[config.mk]
export PLATFORM = sky130hd
export DESIGN_NAME = decode_stage
export DESIGN_NICKNAME = d
export VERILOG_FILES = /design/src/rtl/decode_stage.sv
export SDC_FILE = /design/constraint.sdc
export NUM_CORES = 1
export LEC_CHECK = 0
export ABC_CLOCK_PERIOD_IN_PS = 2300
export CELL_PAD_IN_SITES_DETAIL_PLACEMENT = 0
export CELL_PAD_IN_SITES_GLOBAL_PLACEMENT = 2
export CORE_ASPECT_RATIO = 0.75
export CORE_MARGIN = 8
export CORE_UTILIZATION = 29
export DETAILED_ROUTE_END_ITERATION = 6
export PLACE_DENSITY_LB_ADDON = 0.1
export SYNTH_ARGS = -nofsm -noshare
export SYNTH_HDL_FRONTEND = slang
export SYNTH_SLANG_ARGS = --single-unit
export TNS_END_PERCENT = 20
[constraint.sdc]
create_clock -name clk -period 2.3 [get_ports clk]
set_input_delay 0.575 -clock clk [delete_from_list [all_inputs] [get_ports clk]]
set_output_delay 0.575 -clock clk [all_outputs]
set_load 0.02 [all_outputs]
[src/rtl/decode_stage.sv]
// MIPS decode stage: field split, R/I/J classification and immediate extension
// behind a two-entry (output + skid) buffer. Optional macro: DECODE_ILLEGAL_EN.
module decode_stage #(
  parameter int XLEN  = 32,
  parameter int CNT_W = 32
) (
  input  logic              clk,
  input  logic              rst_n,
  input  logic              in_valid,
  output logic              in_ready,
  input  logic [31:0]       in_instr,
  output logic              out_valid,
  input  logic              out_ready,
  output logic [5:0]        out_opcode,
  output logic [4:0]        out_rs,
  output logic [4:0]        out_rt,
  output logic [4:0]        out_rd,
  output logic [4:0]        out_shamt,
  output logic [5:0]        out_funct,
  output logic [XLEN-1:0]   out_imm,
  output logic [25:0]       out_jaddr,
  output logic [1:0]        out_itype,
  output logic              out_illegal,
  output logic [CNT_W-1:0]  dec_count
);

  // state | meaning
  // EMPTY | nothing buffered, output register invalid
  // ONE   | output register holds the head entry
  // TWO   | output register and skid register both hold entries
  typedef enum logic [1:0] {
    EMPTY = 2'd0,
    ONE   = 2'd1,
    TWO   = 2'd2
  } state_t;

  localparam logic [1:0] ITYPE_R = 2'b00;
  localparam logic [1:0] ITYPE_I = 2'b01;
  localparam logic [1:0] ITYPE_J = 2'b10;

  typedef struct packed {
    logic [5:0]      opcode;
    logic [4:0]      rs;
    logic [4:0]      rt;
    logic [4:0]      rd;
    logic [4:0]      shamt;
    logic [5:0]      funct;
    logic [XLEN-1:0] imm;
    logic [25:0]     jaddr;
    logic [1:0]      itype;
    logic            illegal;
  } dec_t;

`ifdef DECODE_ILLEGAL_EN
  function automatic logic is_illegal(input logic [31:0] instr);
    logic bad;
    bad = 1'b0;
    case (instr[31:26])
      6'h00: begin
        case (instr[5:0])
          6'h00, 6'h02, 6'h03, 6'h08,
          6'h20, 6'h21, 6'h22, 6'h23,
          6'h24, 6'h25, 6'h26, 6'h27,
          6'h2A, 6'h2B: bad = 1'b0;
          default:      bad = 1'b1;
        endcase
      end
      6'h02, 6'h03, 6'h04, 6'h05,
      6'h08, 6'h09, 6'h0A, 6'h0B,
      6'h0C, 6'h0D, 6'h0E, 6'h0F,
      6'h23, 6'h2B: bad = 1'b0;
      default:      bad = 1'b1;
    endcase
    return bad;
  endfunction
`endif

  function automatic dec_t decode(input logic [31:0] instr);
    dec_t        d;
    logic [31:0] lui_val;
    d        = '0;
    lui_val  = {instr[15:0], 16'b0};
    d.opcode = instr[31:26];
    case (instr[31:26])
      6'h00: begin
        d.rs    = instr[25:21];
        d.rt    = instr[20:16];
        d.rd    = instr[15:11];
        d.shamt = instr[10:6];
        d.funct = instr[5:0];
        d.itype = ITYPE_R;
      end
      6'h02, 6'h03: begin
        d.jaddr = instr[25:0];
        d.itype = ITYPE_J;
      end
      default: begin
        d.rs    = instr[25:21];
        d.rt    = instr[20:16];
        d.itype = ITYPE_I;
        // Fill the upper bits first, then overlay the low word; works for XLEN == 32.
        case (instr[31:26])
          6'h0C, 6'h0D, 6'h0E: begin
            d.imm       = '0;
            d.imm[15:0] = instr[15:0];
          end
          6'h0F: begin
            d.imm       = {XLEN{lui_val[31]}};
            d.imm[31:0] = lui_val;
          end
          default: begin
            d.imm       = {XLEN{instr[15]}};
            d.imm[15:0] = instr[15:0];
          end
        endcase
      end
    endcase
`ifdef DECODE_ILLEGAL_EN
    d.illegal = is_illegal(instr);
`else
    d.illegal = 1'b0;
`endif
    return d;
  endfunction

  state_t           r_state;
  state_t           w_state_nxt;
  dec_t             r_out;
  dec_t             r_skid;
  dec_t             w_dec;
  logic [CNT_W-1:0] r_count;
  logic             w_in_xfer;
  logic             w_out_xfer;
  logic             w_load_out;
  logic             w_load_skid;
  logic             w_skid_to_out;

  assign w_dec      = decode(in_instr);
  assign in_ready   = (r_state != TWO);
  assign out_valid  = (r_state != EMPTY);
  assign w_in_xfer  = in_valid && in_ready;
  assign w_out_xfer = out_valid && out_ready;

  always_ff @(posedge clk) begin
    if (!rst_n) begin
      r_state <= EMPTY;
    end else begin
      r_state <= w_state_nxt;
    end
  end

  always_comb begin
    w_state_nxt   = r_state;
    w_load_out    = 1'b0;
    w_load_skid   = 1'b0;
    w_skid_to_out = 1'b0;
    case (r_state)
      EMPTY: begin
        if (w_in_xfer) begin
          w_load_out  = 1'b1;
          w_state_nxt = ONE;
        end
      end
      ONE: begin
        if (w_in_xfer && w_out_xfer) begin
          w_load_out = 1'b1;
        end else if (w_in_xfer) begin
          w_load_skid = 1'b1;
          w_state_nxt = TWO;
        end else if (w_out_xfer) begin
          w_state_nxt = EMPTY;
        end
      end
      TWO: begin
        if (w_out_xfer) begin
          w_skid_to_out = 1'b1;
          w_state_nxt   = ONE;
        end
      end
      default: w_state_nxt = EMPTY;
    endcase
  end

  always_ff @(posedge clk) begin
    if (!rst_n) begin
      r_out   <= '0;
      r_skid  <= '0;
      r_count <= '0;
    end else begin
      if (w_load_out) begin
        r_out <= w_dec;
      end else if (w_skid_to_out) begin
        r_out <= r_skid;
      end
      if (w_load_skid) begin
        r_skid <= w_dec;
      end
      if (w_out_xfer) begin
        r_count <= r_count + CNT_W'(1);
      end
    end
  end

  assign out_opcode  = r_out.opcode;
  assign out_rs      = r_out.rs;
  assign out_rt      = r_out.rt;
  assign out_rd      = r_out.rd;
  assign out_shamt   = r_out.shamt;
  assign out_funct   = r_out.funct;
  assign out_imm     = r_out.imm;
  assign out_jaddr   = r_out.jaddr;
  assign out_itype   = r_out.itype;
  assign out_illegal = r_out.illegal;
  assign dec_count   = r_count;

endmodule

## Yosys cells after proc, flatten, opt, wreduce, memory -nomap -nowiden

Index checks and enable logic that the tools add are counted.

| word-level totals | value |
|---|---|
| output and inout bits | 127 |
| input port bits | 36 |
| register bits | 218 |
| word-level logic and storage cells | 66 |

| cells by class | value |
|---|---|
| multiplexer cells | 21 |
| reduce and logical (&&, ||, !) cells | 11 |
| add/subtract/negate cells | 1 |
| eq/ne operators | 13 |

Operators by type and width:

| operator | count |
|---|---|
| 93-bit 2-to-1 mux | 2 |
| 32-bit case mux with 2 select lines | 1 |
| 32-bit by 1-bit adder with 32-bit output (second input constant) | 1 |
| 32-bit 2-to-1 mux | 1 |
| 26-bit 2-to-1 mux | 1 |
| 6-bit by 4-bit == test with 1-bit output (second input constant) | 4 |
| 16-bit 2-to-1 mux | 1 |
| 6-bit by 2-bit == test with 1-bit output (second input constant) | 2 |
| 10-bit 2-to-1 mux | 1 |
| 2-bit 2-to-1 mux | 5 |
| 2-bit inequality test (second input constant) | 4 |
| 6-bit logical NOT | 1 |
| 1-bit 2-to-1 mux | 6 |
| 2-bit case mux with 3 select lines | 1 |
| 3-bit OR reduction | 2 |
| 2-bit case mux with 2 select lines | 1 |
| 4-bit AND reduction | 1 |
| 2-bit nonzero test | 2 |
| 1-bit logical AND | 3 |
| 3-bit inequality test (second input constant) | 1 |
| 2-bit by 1-bit == test with 1-bit output (second input constant) | 1 |
| 2-bit == test (second input constant) | 1 |
| 2-bit logical NOT | 1 |
| 1-bit case mux with 2 select lines | 1 |
| 2-bit OR reduction | 1 |

## Depth between registers and ports, before layout

Gate-level depths: netlist of the first run.

| depth | value |
|---|---|
| word-level depth | 6 |
| depth in mapped cells | 8 |
| gate-level depth less buffers | 5 |

## Least setup slack after synthesis of the first run

Ideal clock, no wire load.

| timing path | value |
|---|---|
| path type | input to register |
| start | input out_ready |
| end | register r_count[22], in the netlist dec_count[22] |
| required time | 2.165 ns |
| path buffers | 3 |
| cell stages on the path | 7 |
| data arrival time | 1.765 ns |
| library setup time | 0.135 ns |
| setup slack | 0.400 ns |
| cell sequence | buf_2 -> o211ai_4 -> or2_1 -> buf_2 -> buf_2 -> o311ai_0 -> o41ai_1 |

| between the ends | value |
|---|---|
| cells in the longest elaborated chain, start to end | 1 |

RTL lines:

| what | line | RTL |
|---|---|---|
| from (decl) | 13 | `input logic out_ready,` |
| 1-bit logical AND | 142 | `assign w_out_xfer = out_valid && out_ready;` |
| to (signal assigned) | 199 | `r_count <= r_count + CNT_W'(1);` |
| to (decl) | 131 | `logic [CNT_W-1:0] r_count;` |

Every way passes these cells.
A chain may end at the register's enable or synchronous reset.

## Worst setup path after layout of the first run

| timing path | value |
|---|---|
| start | register r_count[16], in the netlist dec_count[16] |
| end | output dec_count[16] |

RTL lines:

| what | line | RTL |
|---|---|---|
| to (decl) | 24 | `output logic [CNT_W-1:0] dec_count` |

No word-level cell between the ends.

==> results_dict.tcl, run 1 <==
set metrics [dict create \
    status "finished, final reports clean" \
    grt_max_degree 48 \
    cts_buffers 25 \
    coreArea_um2 31300 \
    crit_chain "clkdlybuf4s50_1" \
    max-slew-margin-rel 0.444 \
    crit_buf_inv 1 \
    place_congestion 0.743 \
    finalNetCount 1276 \
    synth.net_count 1103 \
    cp-start-kind "flip-flop" \
    row_count 56 \
    fin_area_um2 12800 \
    synth_top_family_by_area "compound AO/OA/AOI/OAI gates" \
    grt_pass1_vias 8521 \
    hold_class "flip-flop to flip-flop" \
    path_class "flip-flop to output pin" \
    place_hpwl_um 22300 \
    combPwrFrac 0.134 \
    synth-compound-area-share 0.256 \
    tightest_slew_ns 0.832 \
    numPortBuffers 161 \
    critPathSlowestCell "clkdlybuf4s50_1" \
    cp_max_fo 6 \
    postPlaceCellArea_um2 12000 \
    reg2reg_from "dec_count[0]" \
    synth_top_area_share 0.473 \
    power.switching_mw 2.37 \
    p_int_mw 6.69 \
    synthAdderAreaFrac 0.00135 \
    synth_async_sr_flop_share 0 \
    clock_latency_ns 0.52 \
    yosys.area_share.simple 0.201 \
    clockPowerShare 0.426 \
    n_antenna_cell 0 \
    die_w_um 222 \
    ff2ff_setup_slack_ns 0.40 \
    finalSetupViolations 0 \
    clock_path_buffers 3 \
    synthTopCellsByArea "dfxtp_1, nand2_1, a21oi_1" \
    syn_area_um2 9240 \
    wl_per_cell_um 20.2 \
    clock_sinks 218 \
    cts_tree "done" \
    grt_pass1_wl_um 52500 \
    drc 0 \
    filler_cell_count 3177 \
    cp.required_ns 1.73 \
    start_util 0.295 \
    final_hold_viol_count 0 \
    holdWs_ns 0.453 \
    drive_gt1_frac 0.127 \
    clockRootBuffer "clkbuf_16" \
    max-vdd-ir-drop_mv 0.412 \
    finalNonFillerCells 1661 \
    vias_per_cell 5.26 \
    dieArea_um2 37900 \
    synth_top_area_cell "dfxtp_1" \
    synth_cells 1066 \
    ctsHtreeMaxLevel 1 \
    power.density_nw_per_um2 708 \
    p_leak_nw 4.33 \
    syn_to_final_growth_pct 38.7 \
    antenna_found_initial 0 \
    power.share.switching 0.262 \
    ys_ff_latch 218 \
    dr.first_iter.drc_count 593 \
    track_usage 0.172 \
    cp.arrival_ns 1.65 \
    skew_ns 0.00964 \
    avgSynthCellArea_um2 8.66 \
    min_from "r_skid[89]" \
    synth_seq_area_share 0.473 \
    fin_crit_sh 0.966 \
    rsz0062_at_grt "no" \
    dpl.cell_count 1618 \
    vias 8733 \
    ioPinCount 163 \
    path_clk_slew_ns 0.06 \
    cap_violations 0 \
    cp-startpoint "dec_count[16]" \
    synthMuxAreaShare 0.00650 \
    yosys.area_share.xor_xnor 0.00854 \
    slowest_delay_ns 0.66 \
    max_freq_ghz 0.450 \
    ys_warn_count 0 \
    dr.pass1.iters 6 \
    synth_edf_count 0 \
    wl_um 33500 \
    synth-main-ff-cell "dfxtp_1" \
    finalMaxSlewViolations 0 \
    synth_cell_types 56 \
    p_seq_frac 0.440 \
    postRouteAntennaNets 0 \
    critPathTopFamily "buffers and inverters" \
    grt_remaining_overflow 0 \
    post-route-min-period_ns 2.22 \
    end_kind "output pin" \
    die_h_um 171 \
]
## cells in the mapped netlist, drive strengths merged (8+ instances only)
library cell and number:
o211ai 18, nand2 175, nor2 72, o21a 17, buf 42, nand4 11
nand3 60, clkbuf 62, a21oi 127, and4 8, a22o 14, or4 9
a211oi 16, nand2b 11, and3 17, a222oi 26, o31ai 8, dfxtp 218
a22oi 26, o21ai 23, a311oi 39
## cell families after synthesis
kind of cell,count (synthesis)
and+or+nand+nor,397
AOI/OAI and AO/OA,326
DFF,218
buffers and inverters,108
xor gates and xnor gates,9
muxes,6
adders and majority gates,1
other,1
## per-layer routing
| layer | wire length (um) | part of all wire | vias up | GRT usage |
|---|---|---|---|---|
| met5 | 0 | 0 | - | 0 |
| met4 | 495 | 0.015 | 0 | 0.0296 |
| met3 | 2070 | 0.062 | 30 | 0.0409 |
| met2 | 14500 | 0.43 | 227 | 0.261 |
| li1 | - | - | 4263 | - |
| met1 | 16500 | 0.49 | 4213 | 0.247 |
## flip-flops by register name, summed over array words and instances, names as in the netlist
| name | cells |
|---|---|
| out_imm | 32 |
| out_rd | 5 |
| out_rt | 5 |
| out_itype | 2 |
| out_funct | 6 |
| dec_count | 32 |
| out_rs | 5 |
| out_shamt | 5 |
| out_opcode | 6 |
| r_state | 2 |
| r_skid | 92 |
| out_jaddr | 26 |
## per-stage QoR
step | TNS, ns | power (mW) | setup WS, ns | utilization
after floorplan | 0 | 4.64 | 0.400 | -
after global placement | -27.94 | 5.31 | -0.225 | 0.385
after detailed placement | -33.06 | 5.31 | -0.259 | 0.385
after CTS | 0 | 9.23 | 0.0325 | 0.409
after global routing | 0 | 9.46 | 0.0172 | 0.409
final | 0 | 9.06 | 0.0774 | 0.409
## layout by cell type, fill, tap and decap left out, types with 5 or more instances in the layout
cell	synthesis	final
nor3_1	7	7
o21a_1	17	17
a311oi_1	18	18
nand2b_1	11	11
clkdlybuf4s50_1	0	158
dfxtp_1	218	218
nand4_1	9	9
nor2_1	71	71
clkbuf_1	60	11
o21ai_0	23	23
a222oi_1	26	26
or4_1	9	9
a211oi_1	15	15
a21oi_1	126	125
a311oi_2	21	21
a22o_1	14	14
nand2_1	175	173
and4_1	8	8
clkbuf_16	0	25
buf_4	9	53
nor4_1	5	5
buf_12	0	36
mux2i_1	6	6
o211ai_1	16	16
and3_1	17	17
nand3_1	60	60
xor2_1	6	6
o31ai_1	8	8
or3_1	7	7
a22oi_1	26	26
## repair_timing
action                                  4_1_cts  5_1_grt
setup buffers                                 0        0
hold buffers                                  0        0
gates cloned                                  0        0
endpoints found under the hold margin         0        0
endpoints found under the setup margin        2        1
resized for setup                             2        1
## worst register-to-register path: cells and delay by family (launching register included)
family / cells / cell delay (ns)
flops: 1 / 0.40
fa+ha+maj: 1 / 0.27
buf+inv: 1 / 0.19
compound gates: 1 / 0.10
mux: 1 / 0.22
simple gates: 2 / 0.66
## power by group through the flow
stage / registers (mW) / logic [mW] / clock network [mW]
floorplan: 4.17 / 0.472 / 0
global placement: 4.08 / 1.23 / 0
detailed placement: 4.07 / 1.23 / 0
CTS: 3.99 / 1.24 / 4.00
global route: 4.01 / 1.31 / 4.14
finish: 3.99 / 1.22 / 3.86
## cell type report
class,instances,area (um2),share of cell area
Sequential cell,218,4360,0.341
Clock buffer,40,722,0.0564
Inverter,4,20.0,0.00156
Tap cell,406,508,0.0397
Multi-Input combinational cell,740,4420,0.345
Clock inverter,3,46.3,0.00361
Timing Repair Buffer,250,2730,0.213
## path summary, 6_finish.rpt
path                         to  depth (start not counted)
hold reg to reg      r_skid[89]                          2
setup / recovery  dec_count[16]                          1
setup reg to reg  dec_count[26]                          6
hold / removal       r_skid[89]                          2
Power figures use the tool's default switching activity.
==> run 2, diff against run 1 <==
- CORE_MARGIN: 8 -> not set
==> run 2 against run 1 <==
Compared with the run above:
- register-to-register slack barely moved
- die area down 14%
- first-iteration DRC count grew 8.9%
- utilization shrank 0.17 points
- clock power up 3%
- clock-buffer cell count did not move
- cell count down 0.18%
- fmax shrank 0.22%
- flip-flop and latch count is the same
==> results_dict.tcl, run 2 (synthesis gave the netlist of run 1 again) <==
set metrics [dict create \
    status "finished, final reports clean" \
    final_cell_mix "dfxtp_1, nand2_1, clkdlybuf4s50_1" \
    whs_endpoint "r_skid[78]" \
    end_kind "output pin" \
    regMostFlops "r_skid" \
    grt_remaining_overflow 0 \
    ioPinCount 163 \
    place_congestion 0.750 \
    min_path_cells 2 \
    rsz0062_at_grt "no" \
    dr.first_iter.drc_count 646 \
    p_seq_frac 0.437 \
    reg2reg_from "dec_count[0]" \
    syn_to_final_growth_pct 38.2 \
    critPathTopFamily "buffers and inverters" \
    finalMaxSlewViolations 0 \
    cts_buffers 25 \
    postPlaceCellArea_um2 12000 \
    dieArea_um2 32600 \
    row_count 56 \
    wl_per_cell_um 19.3 \
    min_from "r_skid[78]" \
    grt_pass1_vias 8217 \
    hold_class "flip-flop to flip-flop" \
    fin_area_um2 12800 \
    filler_cell_count 3102 \
    cts_tree "done" \
    clockRootBuffer "clkbuf_16" \
    antenna_found_initial 0 \
    path_clk_slew_ns 0.06 \
    drc 0 \
    finalSetupViolations 0 \
    fin_crit_sh 0.969 \
    crit_buf_inv 1 \
    track_usage 0.193 \
    cp.arrival_ns 1.65 \
    final_hold_viol_count 0 \
    clock_latency_ns 0.52 \
    start_util 0.295 \
    setup_tns_ns 0 \
    power.share.switching 0.260 \
    dr.pass1.iters 5 \
    layout_commonest_cell "dfxtp_1" \
    ff2ff_setup_slack_ns 0.41 \
    die_w_um 208 \
    post_cts_buffers 0 \
    max-vdd-ir-drop_mv 0.479 \
    max_freq_ghz 0.449 \
    cp_max_fo 8 \
    worstRegToRegCells 6 \
    tightest_slew_ns 0.835 \
    grt_max_degree 51 \
    cp.required_ns 1.73 \
    max-slew-margin-rel 0.442 \
    clock_path_buffers 3 \
    postRouteAntennaNets 0 \
    skew_ns 0.00781 \
    p_total_mw 9.15 \
    wl_um 32000 \
    post-route-min-period_ns 2.23 \
    cp-start-kind "flip-flop" \
    finalNetCount 1272 \
    clock_sinks 218 \
    largest_reg_flops 92 \
    clockPowerShare 0.432 \
    slowest_delay_ns 0.66 \
    place_hpwl_um 20900 \
    drive_gt1_frac 0.128 \
    grt_pass1_wl_um 49800 \
    cap_violations 0 \
    crit_chain "clkdlybuf4s50_1" \
    ctsHtreeMaxLevel 1 \
    power.switching_mw 2.38 \
    n_antenna_cell 0 \
    reg2reg_to "dec_count[26]" \
    path_class "flip-flop to output pin" \
    critPathSlowestCell "clkdlybuf4s50_1" \
    power.density_nw_per_um2 717 \
    cp-startpoint "dec_count[23]" \
    vias 8646 \
    coreArea_um2 31300 \
    die_h_um 157 \
    numPortBuffers 161 \
    p_leak_nw 4.29 \
    vias_per_cell 5.21 \
    combPwrFrac 0.131 \
    p_int_mw 6.77 \
]
[run 2: cell count changes in the layout (fill, tap and decap cells not counted)]
cell | before | now
buf_12 | 36 | 32
dfxtp_2 | 0 | 1
clkinv_2 | 1 | 3
dfxtp_1 | 218 | 217
inv_8 | 1 | 0
clkdlybuf4s50_1 | 158 | 159
clkbuf_8 | 4 | 7
dlymetal6s2s_1 | 1 | 0
clkbuf_1 | 11 | 8
[run 2: final cells by class]
| type | instances | area [um2] | area share |
|---|---|---|---|
| inverter | 4 | 20.0 | 0.00157 |
| sequential | 218 | 4370 | 0.342 |
| tap | 406 | 508 | 0.0398 |
| multi-input combinational | 740 | 4420 | 0.346 |
| clock buffer | 40 | 752 | 0.0589 |
| clock inverter | 4 | 45.0 | 0.00353 |
| timing repair buffer | 246 | 2650 | 0.208 |
[run 2: worst register-to-register path: stages, from the launching register on]
cell and delay [ns]:
dfxtp_1 0.41, ha_1 0.25, o211ai_4 0.09, or2_1 0.34, buf_12 0.20, nor4_1 0.32
mux2i_1 0.21
[run 2: per-layer routing]
metal,global-route usage,vias up,wire (um)
li1,-,4245,-
met1,0.288,4201,16200
met2,0.289,170,13800
met3,0.0335,30,1450
met4,0.0381,0,529
met5,0,-,0
[run 2: worst max path at each step]
| stage | endpoint | cells past startpoint |
|---|---|---|
| 2_1_floorplan | dec_count[22] | 7 |
| 3_3_place_gp | out_imm[20] | 6 |
| 3_5_place_dp | out_imm[25] | 6 |
| 4_1_cts | dec_count[17] | 1 |
| 5_1_grt | dec_count[17] | 1 |
| 6_report | dec_count[23] | 1 |
[run 2: metrics by stage]
| step | worst slack, ns | std cells | hold slack, ns | util |
|---|---|---|---|---|
| after floorplan | 0.400 | 1066 | 0.432 | - |
| after global placement | -0.193 | 1614 | 0.441 | 0.382 |
| after detailed placement | -0.222 | 1614 | 0.447 | 0.382 |
| after CTS | 0.0610 | 1658 | 0.455 | 0.407 |
| after global routing | 0.00836 | 1658 | 0.472 | 0.407 |
| final | 0.0724 | 1658 | 0.451 | 0.407 |
[run 2: timing repair]
action | CTS | global route
setup endpoints to repair | 2 | 0
endpoints found under the hold margin | 0 | 0
gates resized for setup | 3 | 0
hold buffers | 0 | 0
[run 2: power groups by stage]
stage | registers, mW | clock network, mW | logic, mW
final | 3.99 | 3.96 | 1.20
after detailed placement | 4.08 | 0 | 1.21
after CTS | 4.00 | 4.06 | 1.22
after global placement | 4.08 | 0 | 1.21
after floorplan | 4.17 | 0 | 0.472
after global routing | 4.01 | 4.21 | 1.29
